--- src/rtl/qpsk_frame_sync_pkg.sv ---
// Shared definitions for the QPSK frame synchroniser: FSM encoding,
// default unique word, symbol geometry and the detector result type.
package qpsk_frame_sync_pkg;

    typedef enum logic [1:0] {
        ST_SEARCH  = 2'd0,
        ST_PAYLOAD = 2'd1,
        ST_CHECK   = 2'd2
    } fsm_state_t;

    localparam logic [15:0] HEADER_DEFAULT  = 16'hEB90;
    localparam int          UW_W            = 16;
    localparam int          BITS_PER_SYMBOL = 2;

    // Detector result: match/match_inv refer to the bit slot in position
    // (0 = window closed on the I bit, 1 = window closed on the Q bit).
    typedef struct packed {
        logic match;
        logic match_inv;
        logic position;
    } uw_hit_t;

endpackage

--- src/rtl/qpsk_uw_detect.sv ---
// Combinational unique-word detector. Given the 15 most recent stream bits
// and the I/Q pair of the current symbol, it evaluates both window
// positions of the symbol; the earlier (I) position wins.
module qpsk_uw_detect
    import qpsk_frame_sync_pkg::*;
#(
    parameter logic [15:0] HEADER = HEADER_DEFAULT
) (
    input  logic [14:0] i_window_tail,
    input  logic        i_bit_i,
    input  logic        i_bit_q,
    output uw_hit_t     o_hit
);

    logic [15:0] w_win_i;
    logic [15:0] w_win_q;
    logic        w_hit_i;
    logic        w_hit_i_inv;
    logic        w_hit_q;
    logic        w_hit_q_inv;

    assign w_win_i = {i_window_tail, i_bit_i};
    assign w_win_q = {i_window_tail[13:0], i_bit_i, i_bit_q};

    assign w_hit_i     = (w_win_i == HEADER);
    assign w_hit_i_inv = (w_win_i == ~HEADER);
    assign w_hit_q     = (w_win_q == HEADER);
    assign w_hit_q_inv = (w_win_q == ~HEADER);

    // Prefer a hit closing on the I bit over one closing on the Q bit.
    always_comb begin
        o_hit = '0;
        if (w_hit_i || w_hit_i_inv) begin
            o_hit.match     = w_hit_i;
            o_hit.match_inv = w_hit_i_inv;
            o_hit.position  = 1'b0;
        end else if (w_hit_q || w_hit_q_inv) begin
            o_hit.match     = w_hit_q;
            o_hit.match_inv = w_hit_q_inv;
            o_hit.position  = 1'b1;
        end
    end

endmodule

--- src/rtl/qpsk_frame_sync.sv ---
// QPSK frame synchroniser: serialises I/Q symbols into one bit stream,
// hunts for the unique word (either polarity, either bit phase), then
// assembles payload bytes and verifies the header of every following frame
// with a flywheel of MISS_MAX tolerated misses.
module qpsk_frame_sync
    import qpsk_frame_sync_pkg::*;
#(
    parameter logic [15:0] HEADER        = HEADER_DEFAULT,
    parameter int          PAYLOAD_BYTES = 8,
    parameter int          MISS_MAX      = 2
) (
    input  logic       clk,
    input  logic       rst_n,
    input  logic       i_sync_out_i,
    input  logic       i_sync_out_q,
    input  logic       i_sync_flag,
    output logic [7:0] o_byte_out,
    output logic       o_byte_valid,
    output logic       o_frame_start,
    output logic       o_lock,
    output logic       o_inverted,
    output logic [1:0] o_state
);

    localparam int PAYLOAD_BITS = PAYLOAD_BYTES * 8;
    localparam int CNT_W        = $clog2(PAYLOAD_BITS + UW_W);
    localparam int MISS_W       = $clog2(MISS_MAX + 2);

    // Frame position counter: 0..PAYLOAD_BITS-1 in PAYLOAD, then
    // PAYLOAD_BITS..PAYLOAD_BITS+15 in CHECK.
    fsm_state_t        r_state, n_state;
    logic [CNT_W-1:0]  r_cnt, n_cnt;
    // Only 15 bits of history are stored: the 16th window bit is always the
    // one arriving in the current slot.
    logic [14:0]       r_win;
    logic [15:0]       n_win;
    logic [7:0]        r_sr, n_sr;
    logic              r_inv, n_inv;
    logic [MISS_W-1:0] r_miss, n_miss;

    logic [7:0]        r_byte_out;
    logic              r_byte_valid;
    logic              r_frame_start;

    logic              w_bit;
    logic              w_byte_done;
    logic              w_byte_first;
    logic [7:0]        w_byte_data;
    uw_hit_t           w_hit;

    qpsk_uw_detect #(
        .HEADER (HEADER)
    ) u_uw_detect (
        .i_window_tail (r_win),
        .i_bit_i       (i_sync_out_i),
        .i_bit_q       (i_sync_out_q),
        .o_hit         (w_hit)
    );

    // Next-state: walk the two bit slots of the symbol (I then Q) in order,
    // so a state change on the I bit governs how the Q bit is consumed.
    always_comb begin
        n_state      = r_state;
        n_cnt        = r_cnt;
        n_win        = {1'b0, r_win};
        n_sr         = r_sr;
        n_inv        = r_inv;
        n_miss       = r_miss;
        w_bit        = 1'b0;
        w_byte_done  = 1'b0;
        w_byte_first = 1'b0;
        w_byte_data  = 8'h00;
        if (i_sync_flag) begin
            for (int k = 0; k < BITS_PER_SYMBOL; k++) begin
                w_bit = (k == 0) ? i_sync_out_i : i_sync_out_q;
                case (n_state)
                    ST_SEARCH: begin
                        n_win = {n_win[14:0], w_bit};
                        // The detector sees the registered window, so it is
                        // only meaningful if the symbol began in SEARCH.
                        if ((r_state == ST_SEARCH) &&
                            (w_hit.match || w_hit.match_inv) &&
                            (w_hit.position == 1'(k))) begin
                            n_state = ST_PAYLOAD;
                            n_inv   = w_hit.match_inv;
                            n_cnt   = '0;
                            n_sr    = '0;
                            n_miss  = '0;
                        end
                    end
                    ST_PAYLOAD: begin
                        n_sr = {n_sr[6:0], w_bit ^ n_inv};
                        if (n_cnt[2:0] == 3'b111) begin
                            w_byte_done  = 1'b1;
                            w_byte_data  = n_sr;
                            w_byte_first = (n_cnt == CNT_W'(7));
                        end
                        if (n_cnt == CNT_W'(PAYLOAD_BITS - 1)) begin
                            n_state = ST_CHECK;
                        end
                        n_cnt = n_cnt + CNT_W'(1);
                    end
                    ST_CHECK: begin
                        n_win = {n_win[14:0], w_bit};
                        if (n_cnt == CNT_W'(PAYLOAD_BITS + UW_W - 1)) begin
                            n_cnt = '0;
                            if (n_win == (n_inv ? ~HEADER : HEADER)) begin
                                n_miss  = '0;
                                n_state = ST_PAYLOAD;
                            end else if (n_miss == MISS_W'(MISS_MAX)) begin
                                n_state = ST_SEARCH;
                                n_win   = '0;
                                n_sr    = '0;
                                n_inv   = 1'b0;
                                n_miss  = '0;
                            end else begin
                                n_miss  = n_miss + MISS_W'(1);
                                n_state = ST_PAYLOAD;
                            end
                        end else begin
                            n_cnt = n_cnt + CNT_W'(1);
                        end
                    end
                    default: begin
                        n_state = ST_SEARCH;
                    end
                endcase
            end
        end
    end

    // State and datapath registers.
    always_ff @(posedge clk or negedge rst_n) begin
        if (!rst_n) begin
            r_state <= ST_SEARCH;
            r_cnt   <= '0;
            r_win   <= '0;
            r_sr    <= '0;
            r_inv   <= 1'b0;
            r_miss  <= '0;
        end else begin
            r_state <= n_state;
            r_cnt   <= n_cnt;
            r_win   <= n_win[14:0];
            r_sr    <= n_sr;
            r_inv   <= n_inv;
            r_miss  <= n_miss;
        end
    end

    // Byte output registers: strobes land the cycle after the completing symbol.
    always_ff @(posedge clk or negedge rst_n) begin
        if (!rst_n) begin
            r_byte_out    <= 8'h00;
            r_byte_valid  <= 1'b0;
            r_frame_start <= 1'b0;
        end else begin
            r_byte_valid  <= w_byte_done;
            r_frame_start <= w_byte_done & w_byte_first;
            if (w_byte_done) begin
                r_byte_out <= w_byte_data;
            end
        end
    end

    assign o_byte_out    = r_byte_out;
    assign o_byte_valid  = r_byte_valid;
    assign o_frame_start = r_frame_start;
    assign o_lock        = (r_state != ST_SEARCH);
    assign o_inverted    = r_inv;
    assign o_state       = r_state;

endmodule

--- config.mk ---
export PLATFORM = sky130hd
export DESIGN_NAME = qpsk_frame_sync
export DESIGN_NICKNAME = d
export VERILOG_FILES = /design/src/rtl/qpsk_frame_sync_pkg.sv /design/src/rtl/qpsk_uw_detect.sv /design/src/rtl/qpsk_frame_sync.sv
export SDC_FILE = /design/constraint.sdc
export NUM_CORES = 1
export LEC_CHECK = 0
export ABC_CLOCK_PERIOD_IN_PS = 3200
export BUFFER_PORTS_ARGS = -buffer_cell sky130_fd_sc_hd__buf_2
export CORE_MARGIN = 8
export CORE_UTILIZATION = 40
export DETAILED_ROUTE_END_ITERATION = 10
export GPL_ROUTABILITY_DRIVEN = 1
export PLACE_DENSITY = 0.68
export SLEW_MARGIN = 10
export SYNTH_ARGS = -nofsm -noshare
export SYNTH_HDL_FRONTEND = slang
export SYNTH_SLANG_ARGS = --single-unit
--- constraint.sdc ---
create_clock -name clk -period 3.2 [get_ports clk]
set_input_delay 0.16 -clock clk [delete_from_list [all_inputs] [get_ports clk]]
set_output_delay 0.16 -clock clk [all_outputs]
set_load 0.02 [all_outputs]
==> results.toml <==
[run_status]
status = "complete, but fails checks"
violations = "negative setup slack"

[drt]
routed_wl_microns = 12000
vias_per_cell = 6.28
drt_iter0_markers = 362
route.detailed.drc = 0
firstDrtPassIters = 4
num_vias = 3889
wl_per_cell_microns = 19.4
ant_nets = 0

[synthesis]
syn-num-nets = 455
synth-seq-cells = 44
syn_inst = 446
synthArstFlopShare = 1.00
yosysTopAreaCell = "dfrtp_1"
yosys.cell_count.top_type = "nor2_1"
synth.cell_area_sq_um = 3730
synth_area_leaders = "dfrtp_1, nor2_1, mux2i_1"
yosys-top-cells-count = "nor2_1, dfrtp_1, nand2_1"
ys_seq_area_frac = 0.296
synth_top_area_frac = 0.296
yosysUniqueCellTypes = 91
ys.flop_type = "dfrtp_1"
yosysWarnings = 0
synth_area_per_cell_sq_um = 8.35
synth-edff-count = 0

[global_routing]
grt_usage = 0.181
grt_max_degree = 43
overflow = 0
antenna_found_initial = 0
grt_pass1_vias = 3747
grt_pass1_wl_microns = 19100

[timing]
fin_crit_ns = 3.28
rsz0062_at_grt = "true"
finalCritPeriodShare = 1.03
worst_pin_slew_ns = 0.781
setup_violations = 6
clock.fmax_mhz = 305
fin_worst_skew_ns = 0.0106
finalHoldViolations = 0
setup_slack_ns = -0.0804
slew-limit-headroom = 0.476
fin_tns_setup_ns = -0.271
slew_violations = 0

[clocking]
path_clk_slew_ns = 0.09
cts_tree = "done"
clockBufferDepth = 2
cts_root_buffer = "clkbuf_8"
cts_made_buffers = 5
htreeDepth = 2
clk_latency_ns = 0.30
clock-sinks = 44

[critical_path]
required_ns = 3.43
crit_arrival_ns = 3.51
critPathMaxFanout = 3
cp-start-kind = "flip-flop"
crit_type = "reg -> reg"
cp-end-kind = "flip-flop"

[power_and_ir_drop]
irDropWorstVdd_mv = 0.387
power_per_cell_area_nw_per_um2 = 806
p_leak_nw = 1.98

[layout]
fillers = 843
syn_to_final_growth_pct = 25.1
design_area_sq_um = 4660
layout.nets = 516
n_antenna_cell = 0
drive_above_1_share = 0.307

[hold_path]
hold_class = "in -> reg"

[die]
ios = 19
start_util = 0.407
die_x_microns = 113
die_y_microns = 113
rows = 35
die_area_sq_um = 12700
core_sq_um = 9150

[placed_design]
place_congestion = 0.998
place_hpwl_microns = 8610
place_area_sq_um = 4270
port_buffers = 18

[run]
drv_cap = 0
-- per-layer routing --
metal,GRT usage,up-vias,wire (microns)
li1,-,1824,-
met1,0.252,1889,5520
met2,0.290,153,5560
met3,0.0204,23,704
met4,0.0504,0,232
met5,0,-,0
-- final cells by class --
cell class	count	area (sq um)	area share
Clock buffer	5	68.8	0.0148
Clock inverter	3	42.5	0.00913
Inverter	14	52.6	0.0113
Multi-Input combinational cell	358	2610	0.559
Sequential cell	44	1100	0.236
Tap cell	111	139	0.0298
Timing Repair Buffer	84	649	0.139
-- sequential cells by signal, summed over array words and instances (netlist names) --
| name | cells |
|---|---|
| o_byte_out | 8 |
| o_byte_valid | 1 |
| o_frame_start | 1 |
| o_inverted | 1 |
| o_state | 2 |
| r_cnt | 7 |
| r_miss | 2 |
| r_sr | 7 |
| r_win | 15 |
-- placed cells by master (no fill, tap or decap), types with 5 or more instances in the layout --
| cell type | synthesis | final |
|---|---|---|
| nor3_1 | 8 | 8 |
| nor2_1 | 60 | 58 |
| inv_1 | 13 | 13 |
| nand2_1 | 29 | 29 |
| a32oi_1 | 7 | 7 |
| nand2b_1 | 6 | 6 |
| or2_2 | 6 | 5 |
| dfrtp_1 | 44 | 44 |
| o21ai_0 | 24 | 23 |
| buf_2 | 6 | 18 |
| a22oi_1 | 12 | 11 |
| nand4_1 | 6 | 6 |
| buf_6 | 1 | 5 |
| o221ai_2 | 1 | 5 |
| a31oi_1 | 7 | 6 |
| nand4b_1 | 5 | 5 |
| mux2i_1 | 15 | 15 |
| a21o_1 | 8 | 8 |
| buf_4 | 2 | 56 |
| and3_1 | 6 | 6 |
| nor2b_1 | 7 | 7 |
| nand3_1 | 6 | 5 |
| a211oi_1 | 6 | 6 |
| clkbuf_8 | 2 | 5 |
| a21oi_1 | 26 | 25 |
-- stage by stage --
| stage | power (mW) | setup slack [ns] | utilization | std cells | hold WS, ns |
|---|---|---|---|---|---|
| 3_3_place_gp | 3.06 | 0.0269 | 0.466 | 600 | 0.0950 |
| 5_1_grt | 4.01 | -0.185 | 0.509 | 619 | 0.253 |
| 4_1_cts | 3.57 | -0.0469 | 0.481 | 611 | 0.259 |
| 3_5_place_dp | 3.12 | -0.0393 | 0.466 | 600 | 0.0983 |
| 6_report | 3.76 | -0.0804 | 0.509 | 619 | 0.260 |
| 2_1_floorplan | 2.37 | -0.113 | - | 446 | -0.136 |
-- cells by family after synthesis --
logic type,synth area share
AND/OR/NAND/NOR,0.273
AO/OA/AOI/OAI,0.298
buffers and inverters,0.0591
flip-flops,0.296
multiplexers,0.0494
XOR/XNOR,0.0118
adder cells (fa/ha/maj),0.0134
-- repair_timing --
action                                  4_1_cts  5_1_grt
gates resized for setup                       0       34
pin swaps                                     1       11
buffers inserted                              2        6
hold endpoints to repair                     15        0
gates cloned                                  0        2
hold buffers                                  1        0
endpoints found under the setup margin        5       37
-- critical path: stages, from the launching register on --
cell,delay [ns]
dfrtp_1,0.40
or4b_4,0.55
nor4_4,0.38
a211o_4,0.16
a21boi_2,0.06
or2_4,0.27
ha_4,0.17
nand3_2,0.07
a221oi_2,0.04
a21oi_2,0.12
and4bb_4,0.22
and3_4,0.19
or3b_4,0.40
o211ai_2,0.17
-- power by group --
group	total, mW	internal [mW]	switching (mW)
Sequential	0.964	0.766	0.198
Combinational	2.36	1.03	1.33
Clock	0.435	0.231	0.204
-- worst paths after layout --
check,depth (start not counted),startpoint,end,slack (ns)
max in group asynchronous,3,rst_n,r_win[4],2.19
min in group asynchronous,2,rst_n,r_win[11],0.31
hold / removal,3,i_sync_out_q,r_win[0],0.26
setup reg to reg,13,r_win[10],r_miss[0],-0.08
hold reg to reg,1,o_byte_out[1],o_byte_out[1],0.48
setup / recovery,13,r_win[10],r_miss[0],-0.08
No activity file was read; power rests on OpenSTA's default activity.
